**src/rtl/br_mask_ctrl_mw_if.sv**
```systemverilog
`default_nettype none
// ============================================================================
// Module      : br_mask_ctrl_mw_if
// Description : Dispatch/ROB/RS side bundle of the multi-dispatch branch
//               mask controller.
// Revision    : 1.0 - initial release
// ============================================================================
interface br_mask_ctrl_mw_if #(
    parameter int BR_MASK_W = 5,
    parameter int DISP_W    = 2
);
    localparam int CNT_W = $clog2(BR_MASK_W + 1);

    logic [DISP_W-1:0]           is_br_i;
    logic [1:0]                  br_state_i;
    logic [BR_MASK_W-1:0]        br_tag_i;
    logic [DISP_W-1:0]           br_ack_o;
    logic [DISP_W*BR_MASK_W-1:0] br_tag_o;
    logic [DISP_W*BR_MASK_W-1:0] br_mask_o;
    logic [BR_MASK_W-1:0]        br_bit_o;
    logic [BR_MASK_W-1:0]        br_squash_o;
    logic [CNT_W-1:0]            free_cnt_o;
    logic                        full_o;

    modport master (
        output is_br_i, br_state_i, br_tag_i,
        input  br_ack_o, br_tag_o, br_mask_o, br_bit_o, br_squash_o,
               free_cnt_o, full_o
    );

    modport slave (
        input  is_br_i, br_state_i, br_tag_i,
        output br_ack_o, br_tag_o, br_mask_o, br_bit_o, br_squash_o,
               free_cnt_o, full_o
    );
endinterface
`default_nettype wire

```
**src/rtl/br_mask_ctrl_mw.sv**
```systemverilog
`default_nettype none
// ============================================================================
// Module      : br_mask_ctrl_mw
// Description : Multi-dispatch one-hot branch tag allocator with per-tag
//               older-branch snapshots for single-cycle mispredict squash.
// Revision    : 1.0 - initial release
// ============================================================================
module br_mask_ctrl_mw #(
    parameter int BR_MASK_W = 5,
    parameter int DISP_W    = 2
) (
    input  wire logic          clk,
    input  wire logic          rst,
    br_mask_ctrl_mw_if.slave   bus
);
    localparam int         CNT_W           = $clog2(BR_MASK_W + 1);
    localparam logic [1:0] c_BR_PR_CORRECT = 2'b01;
    localparam logic [1:0] c_BR_PR_WRONG   = 2'b10;

    logic [BR_MASK_W-1:0]                r_valid;
    logic [BR_MASK_W-1:0][BR_MASK_W-1:0] r_snap;

    logic                                w_onehot;
    logic                                w_res_valid;
    logic                                w_correct;
    logic                                w_wrong;
    logic [BR_MASK_W-1:0]                w_bit;
    logic [BR_MASK_W-1:0]                w_squash;
    logic [BR_MASK_W-1:0]                w_clear;
    logic [BR_MASK_W-1:0]                w_live;
    logic [BR_MASK_W-1:0]                w_taken;
    logic [BR_MASK_W-1:0]                w_cand;
    logic [BR_MASK_W-1:0]                w_pick;
    logic                                w_blocked;
    logic [DISP_W-1:0]                   w_ack;
    logic [DISP_W-1:0][BR_MASK_W-1:0]    w_slot_tag;
    logic [DISP_W-1:0][BR_MASK_W-1:0]    w_slot_snap;
    logic [DISP_W-1:0][BR_MASK_W-1:0]    w_slot_mask;
    logic [CNT_W-1:0]                    w_free_cnt;

    // Resolve qualification and squash set
    always_comb begin
        w_onehot    = (bus.br_tag_i != '0) &&
                      ((bus.br_tag_i & (bus.br_tag_i - BR_MASK_W'(1))) == '0);
        w_res_valid = w_onehot && ((bus.br_tag_i & r_valid) != '0) &&
                      ((bus.br_state_i == c_BR_PR_CORRECT) ||
                       (bus.br_state_i == c_BR_PR_WRONG));
        w_correct   = w_res_valid && (bus.br_state_i == c_BR_PR_CORRECT);
        w_wrong     = w_res_valid && (bus.br_state_i == c_BR_PR_WRONG);
        w_bit       = w_res_valid ? bus.br_tag_i : '0;
        w_squash    = w_wrong ? bus.br_tag_i : '0;
        for (int u = 0; u < BR_MASK_W; u++) begin
            // A younger branch recorded the mispredicted tag as older at allocation.
            if (w_wrong && r_valid[u] && ((r_snap[u] & bus.br_tag_i) != '0))
                w_squash[u] = 1'b1;
        end
        w_clear = (w_correct ? bus.br_tag_i : '0) | w_squash;
        w_live  = r_valid & ~(w_correct ? bus.br_tag_i : '0);
    end

    // In-order slot allocation from the registered free set
    always_comb begin
        w_taken     = '0;
        w_cand      = '0;
        w_pick      = '0;
        w_blocked   = w_wrong;
        w_ack       = '0;
        w_slot_tag  = '0;
        w_slot_snap = '0;
        w_slot_mask = '0;
        for (int k = 0; k < DISP_W; k++) begin
            w_cand = ~r_valid & ~w_taken;
            w_pick = w_cand & (~w_cand + BR_MASK_W'(1));
            if (bus.is_br_i[k] && !w_blocked) begin
                if (w_cand != '0) begin
                    w_ack[k]       = 1'b1;
                    w_slot_tag[k]  = w_pick;
                    w_slot_snap[k] = w_live | w_taken;
                    w_taken        = w_taken | w_pick;
                end else begin
                    w_blocked = 1'b1;
                end
            end
            w_slot_mask[k] = w_live | w_taken;
        end
    end

    always_comb begin
        w_free_cnt = '0;
        for (int i = 0; i < BR_MASK_W; i++) begin
            if (!r_valid[i])
                w_free_cnt = w_free_cnt + CNT_W'(1);
        end
    end

    always_ff @(posedge clk) begin
        if (rst) begin
            r_valid <= '0;
            r_snap  <= '0;
        end else begin
            r_valid <= (r_valid & ~w_clear) | w_taken;
            for (int t = 0; t < BR_MASK_W; t++) begin
                r_snap[t] <= r_snap[t] & ~w_clear;
                for (int k = 0; k < DISP_W; k++) begin
                    if (w_slot_tag[k][t])
                        r_snap[t] <= w_slot_snap[k];
                end
            end
        end
    end

    assign bus.br_ack_o    = w_ack;
    assign bus.br_tag_o    = w_slot_tag;
    assign bus.br_mask_o   = w_slot_mask;
    assign bus.br_bit_o    = w_bit;
    assign bus.br_squash_o = w_squash;
    assign bus.free_cnt_o  = w_free_cnt;
    assign bus.full_o      = (w_free_cnt == '0);

endmodule
`default_nettype wire

```
**src/flat_wrapper.sv**
```systemverilog
// flat-port wrapper written by rule: the top's interface ports become plain ports
module br_mask_ctrl_mw_flat 
#(
    parameter int BR_MASK_W = 5,
    parameter int DISP_W    = 2
)
  (clk, rst, bus_is_br_i, bus_br_state_i, bus_br_tag_i, bus_br_ack_o, bus_br_tag_o, bus_br_mask_o, bus_br_bit_o, bus_br_squash_o, bus_free_cnt_o, bus_full_o);
  br_mask_ctrl_mw_if #(.BR_MASK_W(BR_MASK_W), .DISP_W(DISP_W)) bus_i ();
  input  wire logic clk;
  input  wire logic rst;
  input wire logic [$bits(bus_i.is_br_i)-1:0] bus_is_br_i;
  input wire logic [$bits(bus_i.br_state_i)-1:0] bus_br_state_i;
  input wire logic [$bits(bus_i.br_tag_i)-1:0] bus_br_tag_i;
  output wire logic [$bits(bus_i.br_ack_o)-1:0] bus_br_ack_o;
  output wire logic [$bits(bus_i.br_tag_o)-1:0] bus_br_tag_o;
  output wire logic [$bits(bus_i.br_mask_o)-1:0] bus_br_mask_o;
  output wire logic [$bits(bus_i.br_bit_o)-1:0] bus_br_bit_o;
  output wire logic [$bits(bus_i.br_squash_o)-1:0] bus_br_squash_o;
  output wire logic [$bits(bus_i.free_cnt_o)-1:0] bus_free_cnt_o;
  output wire logic [$bits(bus_i.full_o)-1:0] bus_full_o;
  assign bus_i.is_br_i = bus_is_br_i;
  assign bus_i.br_state_i = bus_br_state_i;
  assign bus_i.br_tag_i = bus_br_tag_i;
  assign bus_br_ack_o = bus_i.br_ack_o;
  assign bus_br_tag_o = bus_i.br_tag_o;
  assign bus_br_mask_o = bus_i.br_mask_o;
  assign bus_br_bit_o = bus_i.br_bit_o;
  assign bus_br_squash_o = bus_i.br_squash_o;
  assign bus_free_cnt_o = bus_i.free_cnt_o;
  assign bus_full_o = bus_i.full_o;
  br_mask_ctrl_mw #(.BR_MASK_W(BR_MASK_W), .DISP_W(DISP_W)) u_core (.clk(clk), .rst(rst), .bus(bus_i));
endmodule
```
**config.mk**
```make
export PLATFORM = sky130hd
export DESIGN_NAME = br_mask_ctrl_mw_flat
export DESIGN_NICKNAME = d
export VERILOG_FILES = /design/src/rtl/br_mask_ctrl_mw_if.sv /design/src/rtl/br_mask_ctrl_mw.sv /design/src/flat_wrapper.sv
export SDC_FILE = /design/constraint.sdc
export NUM_CORES = 1
export LEC_CHECK = 0
export CELL_PAD_IN_SITES_DETAIL_PLACEMENT = 2
export CELL_PAD_IN_SITES_GLOBAL_PLACEMENT = 2
export CORE_MARGIN = 1
export CORE_UTILIZATION = 29
export CTS_BUF_LIST = sky130_fd_sc_hd__clkbuf_8
export DETAILED_ROUTE_END_ITERATION = 10
export GPL_TIMING_DRIVEN = 0
export HOLD_SLACK_MARGIN = 0.06
export PLACE_DENSITY_LB_ADDON = 0.1
export SLEW_MARGIN = 25
export SYNTH_ARGS = -nofsm -noshare
export SYNTH_HDL_FRONTEND = slang
export SYNTH_SLANG_ARGS = --single-unit
```
**constraint.sdc**
```tcl
create_clock -name clk -period 5.1 [get_ports clk]
set_input_delay 1.53 -clock clk [delete_from_list [all_inputs] [get_ports clk]]
set_output_delay 1.53 -clock clk [all_outputs]
set_load 0.05 [all_outputs]
```
==> impl_summary.log <==
[metrics] post-detailed-route wirelength per cell: 24.6 um
[metrics] global-route track usage on met2: 0.504
[metrics] Residual DRC: 0
[metrics] share of the core filled with cells in the final layout: 0.470
[metrics] number of maximum-capacitance violations: 0
[metrics] number of antenna violations at the first check in global routing: 0
[metrics] post-DP HPWL: 7390 um
[metrics] first-pass iteration count of the detailed router: 5
[metrics] mean post-synth cell area: 7.35 um2
[metrics] M3 GR Usage: 0.0597
[metrics] Die Outline Area: 0.00765 mm2
[metrics] number of failing setup endpoints in the final timing report: 5
[metrics] Initial Util: 0.307
[metrics] top fanout value on the critical path: 5
[metrics] pin count of the biggest net entering global routing: 15
[metrics] clock-pin slew of the registers on the worst-case setup and hold paths: 0.10 ns
[metrics] shortest clock period the worst path allows after layout: 5.33 ns
[metrics] remaining global-route overflow: 0
[metrics] io pins: 47
[metrics] input/output buffers: 45
[metrics] violations in the final reports: setup timing
[metrics] status: finished with violations
[metrics] number of hold-repair buffers added at the cts stage: 0
[metrics] Layout Skew: 0.00275 ns
[metrics] Placed Area: 0.00275 mm2
[metrics] Yosys Warn Count: 0
[metrics] setup slack of the critical path after layout: -0.227 ns
[metrics] Clock Latency Late Sink: 0.28 ns
[metrics] Mapped Area: 0.00212 mm2
[metrics] Power Density: 240 mW/mm2
[metrics] fin nets: 390
[metrics] final period utilization: 1.04
[metrics] endpoint kind of the worst setup timing path: output pin
[metrics] area growth from synthesis to final layout: 53.3%
[metrics] number of CTS-inserted buffers: 3
[metrics] post-synthesis net count: 307
[metrics] Max-Slew Margin vs Limit: 0.327
[metrics] Root Driver: sky130_fd_sc_hd__clkbuf_8
[metrics] worst hold slack: 0.503 ns
[metrics] number of enable flip-flop cells after synthesis: 0
[metrics] placement row count: 30
[metrics] CTS H-tree depth: 1
[metrics] TritonCTS Sinks: 25
[metrics] arrival time worst endpoint: 3.80 ns
[metrics] number of endpoints with negative hold slack in the final report: 0
[metrics] clock tree from TritonCTS: done
[metrics] ANT nets after route: 0
[metrics] worst min-delay path class: flip-flop to flip-flop
[metrics] final weighted congestion of routability-driven global placement: 0.841
[metrics] number of buffers on the longest clock path: 2
[metrics] setup repair after global routing missed its margin: yes
[metrics] predominant post-synthesis flop cell: sky130_fd_sc_hd__dfxtp_1
[metrics] maximum vdd drop: 175 uV
[metrics] Worst setup SP type: input pin
[metrics] register bit count reported by yosys: 25
[metrics] count of inserted antenna diode cells: 0
[metrics] leading cell type in the layout, fill and taps excluded: sky130_fd_sc_hd__buf_4
[metrics] Static Leakage: 1.36 nW
[metrics] horizontal extent of the die: 87.4 um
[metrics] post-synthesis async set-or-reset flop share: 0
[metrics] drt total wl: 11400 um
[metrics] actual transition at the worst max-transition pin: 1.01 ns
[metrics] global-route wire length before repair: 17300 um
[metrics] Crit Path Category: input pin to output pin
[metrics] die extent in y: 87.4 um
[metrics] core footprint: 0.00691 mm2
[metrics] Vias per Instance: 6.04
[metrics] met1 track demand over resource in global routing: 0.390
[metrics] highest achievable clock rate: 188 MHz
[metrics] number of design-rule violations left by the first detailed-router iteration: 197
[metrics] number of distinct library cells after synthesis: 62
[metrics] all-layer global routing usage: 0.306
[metrics] gate count of the mapped netlist: 288
[metrics] Layout Cell Area excl Fill: 0.00325 mm2
[metrics] DR vias: 2815
[metrics] commonest cells after routing, fill and taps aside: sky130_fd_sc_hd__buf_4, sky130_fd_sc_hd__nand2_1, sky130_fd_sc_hd__nor2_1, sky130_fd_sc_hd__dfxtp_1, sky130_fd_sc_hd__a21oi_1
[metrics] critical path required time: 3.57 ns
[metrics] sequential element share of the synthesized area: 0.236
[metrics] highest-utilization routing layer at the global route stage: met2
[metrics] max-slew violations: 0
[metrics] number of global-route vias before repair: 2941
[metrics] share of layout cells above drive strength 1: 0.343
-- synth_stat cells, types with 3 or more instances --
library cell | instances | area, um2
sky130_fd_sc_hd__ha_1 | 8 | 100
sky130_fd_sc_hd__o31ai_1 | 4 | 30.0
sky130_fd_sc_hd__a31oi_1 | 6 | 37.5
sky130_fd_sc_hd__nand3_1 | 8 | 40.0
sky130_fd_sc_hd__mux2i_1 | 3 | 30.0
sky130_fd_sc_hd__a211oi_1 | 8 | 60.1
sky130_fd_sc_hd__a22oi_1 | 11 | 82.6
sky130_fd_sc_hd__nor2_1 | 25 | 93.8
sky130_fd_sc_hd__nor3b_1 | 3 | 22.5
sky130_fd_sc_hd__a311oi_1 | 7 | 61.3
sky130_fd_sc_hd__nor4_1 | 4 | 25.0
sky130_fd_sc_hd__clkbuf_1 | 7 | 26.3
sky130_fd_sc_hd__inv_1 | 22 | 82.6
sky130_fd_sc_hd__xnor2_1 | 5 | 43.8
sky130_fd_sc_hd__and3_1 | 3 | 18.8
sky130_fd_sc_hd__nand3b_1 | 3 | 22.5
sky130_fd_sc_hd__dfxtp_1 | 25 | 500
sky130_fd_sc_hd__and2_1 | 4 | 25.0
sky130_fd_sc_hd__a21o_1 | 3 | 22.5
sky130_fd_sc_hd__buf_2 | 3 | 15.0
sky130_fd_sc_hd__a21oi_1 | 21 | 105
sky130_fd_sc_hd__nand4_1 | 4 | 25.0
sky130_fd_sc_hd__nor3_1 | 13 | 65.1
sky130_fd_sc_hd__o21ai_0 | 12 | 60.1
sky130_fd_sc_hd__nand2_1 | 27 | 101
-- final timing paths --
path	cells after the start	endpoint	slack [ns]	from
max reg2reg	10	u_core.r_snap[16]	2.07	u_core.r_valid[0]
min	2	u_core.r_snap[2]	0.50	u_core.r_snap[2]
max	12	bus_br_mask_o[9]	-0.23	bus_br_tag_i[2]
min reg2reg	2	u_core.r_snap[2]	0.50	u_core.r_snap[2]
-- report_power, final --
group	leakage (nW)	switching [mW]	internal, mW
logic	1.13	0.278	0.150
registers	0.204	0.0144	0.207
clock network	0.0255	0.0734	0.0550
-- final cells by class --
cell class,count,area (um2)
buffer,15,110
clock buffer,3,41.3
clock inverter,1,5.00
fill,799,3660
inverter,24,109
multi-input combinational,224,1660
sequential,25,503
tap,96,120
timing repair buffer,78,696
-- logic make-up after synthesis --
logic type,Yosys count,share of synthesized area
AND/OR/NAND/NOR,113,0.283
AO/OA/AOI/OAI,91,0.299
buffers and inverters,39,0.0798
flip-flops,25,0.236
adder cells (fa/ha/maj),8,0.0473
XOR/XNOR,6,0.0248
multiplexers,6,0.0301
-- per-layer routing --
layer  up-vias  wire [um]  part of all wire
met5         -          0                 0
met4         0        514             0.045
met3        42        782             0.068
met2       144       5370              0.47
met1      1396       4780              0.42
li1       1233          -                 -
-- sequential cells by signal, indices dropped and copies added, names as in the netlist --
| signal | cells |
|---|---|
| u_core.r_valid | 5 |
| u_core.r_snap | 20 |
-- what timing repair did --
item                       4_1_cts  5_1_grt
cloned                           1        0
pin swaps                       17        5
setup endpoints to repair       35       24
buffers inserted                24        8
gates resized for setup        174       46
-- critical path, stage by stage --
cell	delay [ns]
sky130_fd_sc_hd__buf_6	0.10
sky130_fd_sc_hd__buf_8	0.11
sky130_fd_sc_hd__a222oi_1	0.23
sky130_fd_sc_hd__buf_4	0.20
sky130_fd_sc_hd__a21oi_4	0.06
sky130_fd_sc_hd__o21ai_4	0.10
sky130_fd_sc_hd__buf_6	0.18
sky130_fd_sc_hd__a31oi_4	0.11
sky130_fd_sc_hd__or4_4	0.58
sky130_fd_sc_hd__or3_4	0.39
sky130_fd_sc_hd__nand2_4	0.08
sky130_fd_sc_hd__buf_8	0.14
-- stage by stage --
stage / setup TNS (ns) / setup slack, ns / std cells / total power [mW]
CTS: -0.255 / -0.137 / 458 / 0.768
finish: -0.726 / -0.227 / 466 / 0.778
detailed placement: -30.55 / -1.46 / 429 / 0.614
global route: -1.37 / -0.261 / 466 / 0.815
global placement: -29.53 / -1.66 / 429 / 0.605
floorplan: -0.882 / -0.267 / 288 / 0.487
Power figures use the tool's default switching activity.
